==> src/rtl/ps2_key_controller.sv <==
// PS/2 scan-code decoder: folds E0/F0 prefixes into {Ext, Brk, Code} events, queues them, tracks
// the held key. Define PS2_TYPEMATIC_FILTER_EN to drop auto-repeat makes of the held key.
module ps2_key_controller #(
  parameter int unsigned FIFO_DEPTH     = 4,
  parameter int unsigned PREFIX_TIMEOUT = 50000
) (
  input  logic       Clk,
  input  logic       Reset,
  input  logic [7:0] Rx_Byte,
  input  logic       Rx_Valid,
  input  logic       Rx_Err,
  input  logic       Rd_En,
  input  logic       Clr_Ovf,
  output logic       Ev_Valid,
  output logic [9:0] Ev_Data,
  output logic [7:0] Held_Key,
  output logic       Overflow
);

  localparam int unsigned AW = (FIFO_DEPTH > 1) ? $clog2(FIFO_DEPTH) : 1;
  localparam int unsigned TW = (PREFIX_TIMEOUT > 1) ? $clog2(PREFIX_TIMEOUT + 1) : 1;

  typedef enum logic [1:0] {StIdle, StExt, StBrk, StExtBrk} state_e;

  state_e        state_q, state_d;
  logic [TW-1:0] tmo_q, tmo_d;
  logic [9:0]    mem [FIFO_DEPTH];
  logic [AW-1:0] rd_ptr_q, rd_ptr_d, wr_ptr_q, wr_ptr_d;
  logic [AW:0]   count_q, count_d;
  logic [7:0]    held_key_d;
  logic          held_ext_q, held_ext_d;
  logic [9:0]    head_d;

  logic          is_ext, is_brk, ev_gen, suppress, ev_push;
  logic          full, pop, wr_en, ovf_set;
  logic [9:0]    ev_word;

  assign is_ext = (state_q == StExt) || (state_q == StExtBrk);
  assign is_brk = (state_q == StBrk) || (state_q == StExtBrk);

  // Prefix decoder and timeout
  always_comb begin
    state_d = state_q;
    ev_gen  = 1'b0;
    ev_word = {is_ext, is_brk, Rx_Byte};
    if (Rx_Valid && Rx_Err) begin
      state_d = StIdle;
    end else if (Rx_Valid) begin
      case (Rx_Byte)
        8'hE0: state_d = is_brk ? StExtBrk : StExt;
        8'hF0: state_d = is_ext ? StExtBrk : StBrk;
        8'h00, 8'hAA, 8'hFA, 8'hFE, 8'hFF: state_d = StIdle;
        default: begin
          ev_gen  = 1'b1;
          state_d = StIdle;
        end
      endcase
    end else if (state_q != StIdle && tmo_q == TW'(PREFIX_TIMEOUT - 1)) begin
      state_d = StIdle;
    end
    tmo_d = (Rx_Valid || state_d == StIdle) ? '0 : tmo_q + TW'(1);
  end

`ifdef PS2_TYPEMATIC_FILTER_EN
  assign suppress = ev_gen && !is_brk && (Rx_Byte == Held_Key) && (is_ext == held_ext_q);
`else
  assign suppress = 1'b0;
`endif
  assign ev_push = ev_gen && !suppress;

  // Held key follows every decoded event, including repeats and dropped ones
  always_comb begin
    held_key_d = Held_Key;
    held_ext_d = held_ext_q;
    if (ev_gen && !is_brk) begin
      held_key_d = Rx_Byte;
      held_ext_d = is_ext;
    end else if (ev_gen && is_brk && Rx_Byte == Held_Key) begin
      held_key_d = 8'h00;
      held_ext_d = 1'b0;
    end
  end

  // Event queue with a registered head
  always_comb begin
    full     = (count_q == (AW + 1)'(FIFO_DEPTH));
    pop      = Rd_En && (count_q != '0);
    wr_en    = ev_push && (!full || pop);
    ovf_set  = ev_push && full && !pop;
    rd_ptr_d = pop ? rd_ptr_q + AW'(1) : rd_ptr_q;
    wr_ptr_d = wr_en ? wr_ptr_q + AW'(1) : wr_ptr_q;
    count_d  = count_q;
    unique case ({wr_en, pop})
      2'b10:   count_d = count_q + (AW + 1)'(1);
      2'b01:   count_d = count_q - (AW + 1)'(1);
      default: count_d = count_q;
    endcase
    // An event written straight into the next head slot has to bypass the array
    if (count_d == '0) begin
      head_d = '0;
    end else if (wr_en && wr_ptr_q == rd_ptr_d) begin
      head_d = ev_word;
    end else begin
      head_d = mem[rd_ptr_d];
    end
  end

  always_ff @(posedge Clk) begin
    if (!Reset && wr_en) begin
      mem[wr_ptr_q] <= ev_word;
    end
  end

  always_ff @(posedge Clk) begin
    if (Reset) begin
      state_q    <= StIdle;
      tmo_q      <= '0;
      rd_ptr_q   <= '0;
      wr_ptr_q   <= '0;
      count_q    <= '0;
      Ev_Valid   <= 1'b0;
      Ev_Data    <= '0;
      Held_Key   <= 8'h00;
      held_ext_q <= 1'b0;
      Overflow   <= 1'b0;
    end else begin
      state_q    <= state_d;
      tmo_q      <= tmo_d;
      rd_ptr_q   <= rd_ptr_d;
      wr_ptr_q   <= wr_ptr_d;
      count_q    <= count_d;
      Ev_Valid   <= (count_d != '0);
      Ev_Data    <= head_d;
      Held_Key   <= held_key_d;
      held_ext_q <= held_ext_d;
      if (ovf_set) begin
        Overflow <= 1'b1;
      end else if (Clr_Ovf) begin
        Overflow <= 1'b0;
      end
    end
  end

endmodule

==> config.mk <==
export PLATFORM = sky130hd
export DESIGN_NAME = ps2_key_controller
export DESIGN_NICKNAME = d
export VERILOG_FILES = /design/src/rtl/ps2_key_controller.sv
export SDC_FILE = /design/constraint.sdc
export NUM_CORES = 1
export LEC_CHECK = 0
export CORE_MARGIN = 2
export CORE_UTILIZATION = 40
export DETAILED_ROUTE_END_ITERATION = 8
export HOLD_SLACK_MARGIN = 0.05
export PLACE_DENSITY_LB_ADDON = 0.15
export SYNTH_ARGS = -nofsm -noshare
export SYNTH_HDL_FRONTEND = slang
export SYNTH_SLANG_ARGS = --single-unit
==> constraint.sdc <==
create_clock -name Clk -period 8.5 [get_ports Clk]
set_input_delay 1.7 -clock Clk [delete_from_list [all_inputs] [get_ports Clk]]
set_output_delay 1.7 -clock Clk [all_outputs]
set_load 0.05 [all_outputs]
# Yosys cells after proc, flatten, opt, wreduce, memory -nomap -nowiden
# Memory sizes are Yosys's and may differ from the RTL's. A register that Yosys moved wholly into a read port is not among the register bits.
# Index checks and enable logic that the tools add are counted.
dict set report totals {
  reg_bits 35
  ramBits 40
  in_bits 14
  out_inout_bits 20
  wordCells 74
  n_memories 1
}
dict set report classes {
  add_sub_neg 5
  eq_ne 14
  n_mux 17
  n_reduce_logical 29
}
# memory words width rd rd_ports_with_merged_regs wr line
set memory_table {}
lappend memory_table {mem 4 10 1 1 1 27} ;# logic [9:0] mem [FIFO_DEPTH];
# cell count
set op_table {}
lappend op_table {{$eq 8x8->1 const B} 6}
lappend op_table {{$add 16x1->16 const B} 1}
lappend op_table {{$eq 16x16->1 const B} 1}
lappend op_table {{$mux 8} 2}
lappend op_table {{$logic_and 1x1->1} 10}
lappend op_table {{$mux 2} 5}
lappend op_table {{$eq 8x8->1} 1}
lappend op_table {{$logic_not 8->1} 1}
lappend op_table {{$mux 1} 8}
lappend op_table {{$reduce_or 7->1} 1}
lappend op_table {{$eq 2x2->1 const B} 3}
lappend op_table {{$pmux 3 s2} 1}
lappend op_table {{$reduce_bool 2->1} 3}
lappend op_table {{$reduce_bool 3->1} 2}
lappend op_table {{$add 2x1->2 const B} 2}
lappend op_table {{$eq 2x1->1 const B} 2}
lappend op_table {{$logic_not 1->1} 4}
lappend op_table {{$logic_or 1x1->1} 4}
lappend op_table {{$pmux 2 s2} 1}
lappend op_table {{$reduce_or 2->1} 2}
lappend op_table {{$add 3x1->3 const B} 1}
lappend op_table {{$eq 3x3->1 const B} 1}
lappend op_table {{$logic_not 3->1} 1}
lappend op_table {{$sub 3x1->3 const B} 1}
lappend op_table {{$logic_not 2->1} 1}

# Depth between registers and ports, before layout
dict set report depth {
  depth_word 10
  depth_mapped 14
}

# Worst setup path before layout
# OpenSTA, ideal clock, no wires.
dict set report synth_path {
  path_type {in2reg}
  from {input port Rx_Byte[0]}
  to {register Ev_Data[1] (read register of mem)}
  setup_ns 0.070
  arrival_ns 4.641
  required_time_ns 8.430
  setup_slack_ns 3.789
  cell_stages 14
  path_cell_list {or4_1 -> a21oi_2 -> clkbuf_1 -> nor4_2 -> inv_1 -> ha_1 -> inv_1 -> fa_1 -> xor2_1 -> or3_1 -> a41oi_1 -> clkbuf_1 -> o31ai_1 -> a21oi_1}
}
dict set report synth_between {
  elab_chain_cells 10
}
# element line
set synth_lines {}
lappend synth_lines {{from (decl)} 9} ;# input logic [7:0] Rx_Byte,
lappend synth_lines {{$eq 8x8->1 or $logic_not 8->1 (tied branches)} 49} ;# case (Rx_Byte)
lappend synth_lines {{$reduce_or 7->1 (no source line) (*)} n/a}
lappend synth_lines {{$mux 1 (*)} 49}
lappend synth_lines {{$mux 1 (*)} 48} ;# end else if (Rx_Valid) begin
lappend synth_lines {{$mux 1 (*)} 46} ;# if (Rx_Valid && Rx_Err) begin
lappend synth_lines {{$logic_and 1x1->1 (*)} 88} ;# wr_en = ev_push && (!full || pop);
lappend synth_lines {{$eq 2x1->1 or $eq 2x2->1 (tied branches)} 93} ;# unique case ({wr_en, pop})
lappend synth_lines {{$pmux 3 s2 (*)} 93}
lappend synth_lines {{$logic_not 3->1 (*)} 99} ;# if (count_d == '0) begin
lappend synth_lines {{$reduce_or 2->1 (no source line) (*)} n/a}
lappend synth_lines {{to (decl)} 15} ;# output logic [9:0] Ev_Data,
# Every way passes the cells marked *; elsewhere a longest branch is shown, timed or not.
# A chain may end at the register's enable or synchronous reset.

# Worst setup path after layout
dict set report layout_path {
  from {input port Rx_Byte[3]}
  to {register Ev_Data[3] (read register of mem)}
}
# Same word-level chain as after synthesis.

==> metrics <==
unrepaired setup endpoints after global routing=false; Post-Place Cell Area=0.00458 mm2; maxcap violations=0; LEAKAGE=0.00151 uW; crit-path max FO=13; Final HPWL DP=just over 6 mm; Critical Path Start=Rx_Byte[3]; syn_nets=427; Least-Margin Pin Slew=1.14 ns; count leader, synth=dfxtp_1; clock sinks=85; leading cell types by count after synthesis=45 x dfxtp_1, 40 x edfxtp_1, 31 x nor2_1; PnR worst setup slack=2.91 ns; DIE AREA=0.0113 mm2; main combinational cell family by area after synthesis=simple AND/OR/NAND/NOR gates; Area Overhead vs Synth=15.3%; Vias/cell=5.40; vias in the first global route=2884; antenna violations before repair=0; Synth Flop Type=dfxtp_1; Syn. warnings=0; post-synthesis adder-cell area fraction=0.0227; I/O Buffers=33; cts hold-fix bufs=0; Fillers=around 950; Seq/Total Area, Yosys=0.503; Post-Synth XOR/XNOR Area=0.0586; Pwr Density=258 mW/mm2; Antenna diodes=0; worst endpoint required time=8.79 ns; clk_lat worst skew=0.36 ns; Max Transition Viols Final=0; Cells after Synth=406; Synth area leaders=edfxtp_1 29%, dfxtp_1 22%, xnor2_1 3.1%; number of DRC markers in iteration 0=110; CTS tree=built; final net count=444; CTS root buffer=clkbuf_8; post-synth cell types=48; period utilisation layout=0.658; mean routed wirelength per cell=~17 um; post-CTS sizing=0; cell taking the most area after synthesis=edfxtp_1; Antenna Nets Post-Route=0; RR Startpoint=count_q[2]; top cell type's share of synthesized area=0.287; HP Class=register to register; Clock Skew=slightly below 0.009 ns; drt drc=0; Vias=3048; setup tns final=0 ns; multi-input logic area=0.00189 mm2; fin crit period=5.59 ns; #FFs+latches synth=85; min-delay src=tmo_q[0]; Max Freq=0.179 GHz; setup violators final=0; grt ovf=0; starting density of the core=0.409; fraction of layout cells with a size suffix above 1=0.0818; Clock Path Buffers=2; CP Capture Type=register; I/O Pins=34; Async SR Flop Fraction=0; number of synthesized flops with an enable pin=40; Synth Area in Compound Gates=0.156; Min-Delay Path Depth=1; FF+latch area=0.00210 mm2; R2R depth=11; first-pass GRT wire length=14.9 mm; Post-Syn Area=0.00418 mm2; Hold WS=0.469 ns; die height=106 um; TritonCTS buffer count=9; First-pass DRT Iterations=4; critical path class=primary input to register; GRT Util Overall=0.174; Worst slew margin=0.241; Die Wd=106 um; syn_area_per_cell=10.3 um2; largest net degree at the start of global routing=between 40 and 50; simple-gate share of the synthesized area=0.186; gpl congestion=0.796; H-tree Lvls=3; critical path startpoint category=primary input; pre-CTS setup slack=2.60 ns; crit path DAT=5.88 ns; Core Box Area=0.0102 mm2; mux cell area share after synthesis=0.0263; Peak supply drop=0.121 mV; Finished Cell Area=around 0.0048 mm2; postcts setup bufs=0; Post-Route WL=9.43 mm; Worst-path clk slew=0.08 ns; final hold vios=0; row count=37; R2R Setup Slk=~4.6 ns; status=complete, no violations
-- critical path, stage by stage --
cell	delay, ns
clkdlybuf4s50_1	0.67
or4_1	0.65
a21oi_2	0.45
nor4_2	0.15
inv_1	0.11
ha_1	0.18
inv_1	0.06
fa_1	0.37
xor2_1	0.16
or3_1	0.33
a41oi_1	0.69
o31ai_1	0.20
a21oi_1	0.16
-- kinds of logic (layout without fill, tap and decap cells) --
group	count (synthesis)	after routing
DFF	85	85
muxes	11	11
buffers and inverters	48	70
and+or+nand+nor	143	143
adders and majority gates	7	7
xor gates and xnor gates	28	28
AOI/OAI and AO/OA	84	84
-- area by class of cell --
cell class | instances | share of cell area
inverters | 17 | 0.0132
repair buffers | 37 | 0.0747
well taps | 136 | 0.0353
flip-flops and latches | 85 | 0.436
clock buffers | 12 | 0.0301
multi-input cells | 273 | 0.391
clock inverters | 4 | 0.0197
-- cells in the final DEF, fill, tap and decap left out, types with 5 or more instances in the layout --
master           synthesis  final
o311a_1                 10     10
o21ai_0                 22     22
nand2_1                 21     21
o31ai_1                 10     10
ha_1                     6      6
nor2_1                  31     31
clkdlybuf4s50_1          0     33
nor3_1                  25     25
xor2_1                  13     13
mux2i_1                 11     11
a211oi_1                11     11
edfxtp_1                40     40
inv_1                   16     16
a21oi_1                 14     14
nand4_1                  5      5
or4_1                   13     13
dfxtp_1                 45     45
o32ai_2                  7      7
nand3_1                  8      8
clkbuf_8                 0     10
xnor2_1                 15     15
nor3b_1                 10     10
nand2b_1                11     11
-- state kept, by name, summed over array words and instances, names as in the netlist --
register	count
Ev_Data	10
Ev_Valid	1
Held_Key	8
Overflow	1
count_q	3
mem	40
rd_ptr_q	2
state_q	2
tmo_q	16
wr_ptr_q	2
-- routing by layer --
layer  global-route usage  part of all wire
met4               0.0827             0.013
met2                0.276              0.48
met1                0.230              0.45
met5                    0                 0
met3               0.0319             0.058
-- report_power, final --
part           switching [uW]  internal, uW
combinational             275           147
clock                     142           203
sequential               17.6           458
-- stage by stage --
step / power, uW / instances / util
after global placement: 893 / 548 / 0.448
final: 1240 / 564 / 0.472
after detailed placement: 907 / 548 / 0.448
after CTS: 1250 / 564 / 0.472
after global routing: 1300 / 564 / 0.472
after floorplan: 802 / 406 / -
-- worst paths after layout --
kind	to
max	Ev_Data[3]
min	tmo_q[0]
max reg2reg	Ev_Data[3]
min reg2reg	tmo_q[0]
Power figures use the tool's default switching activity.
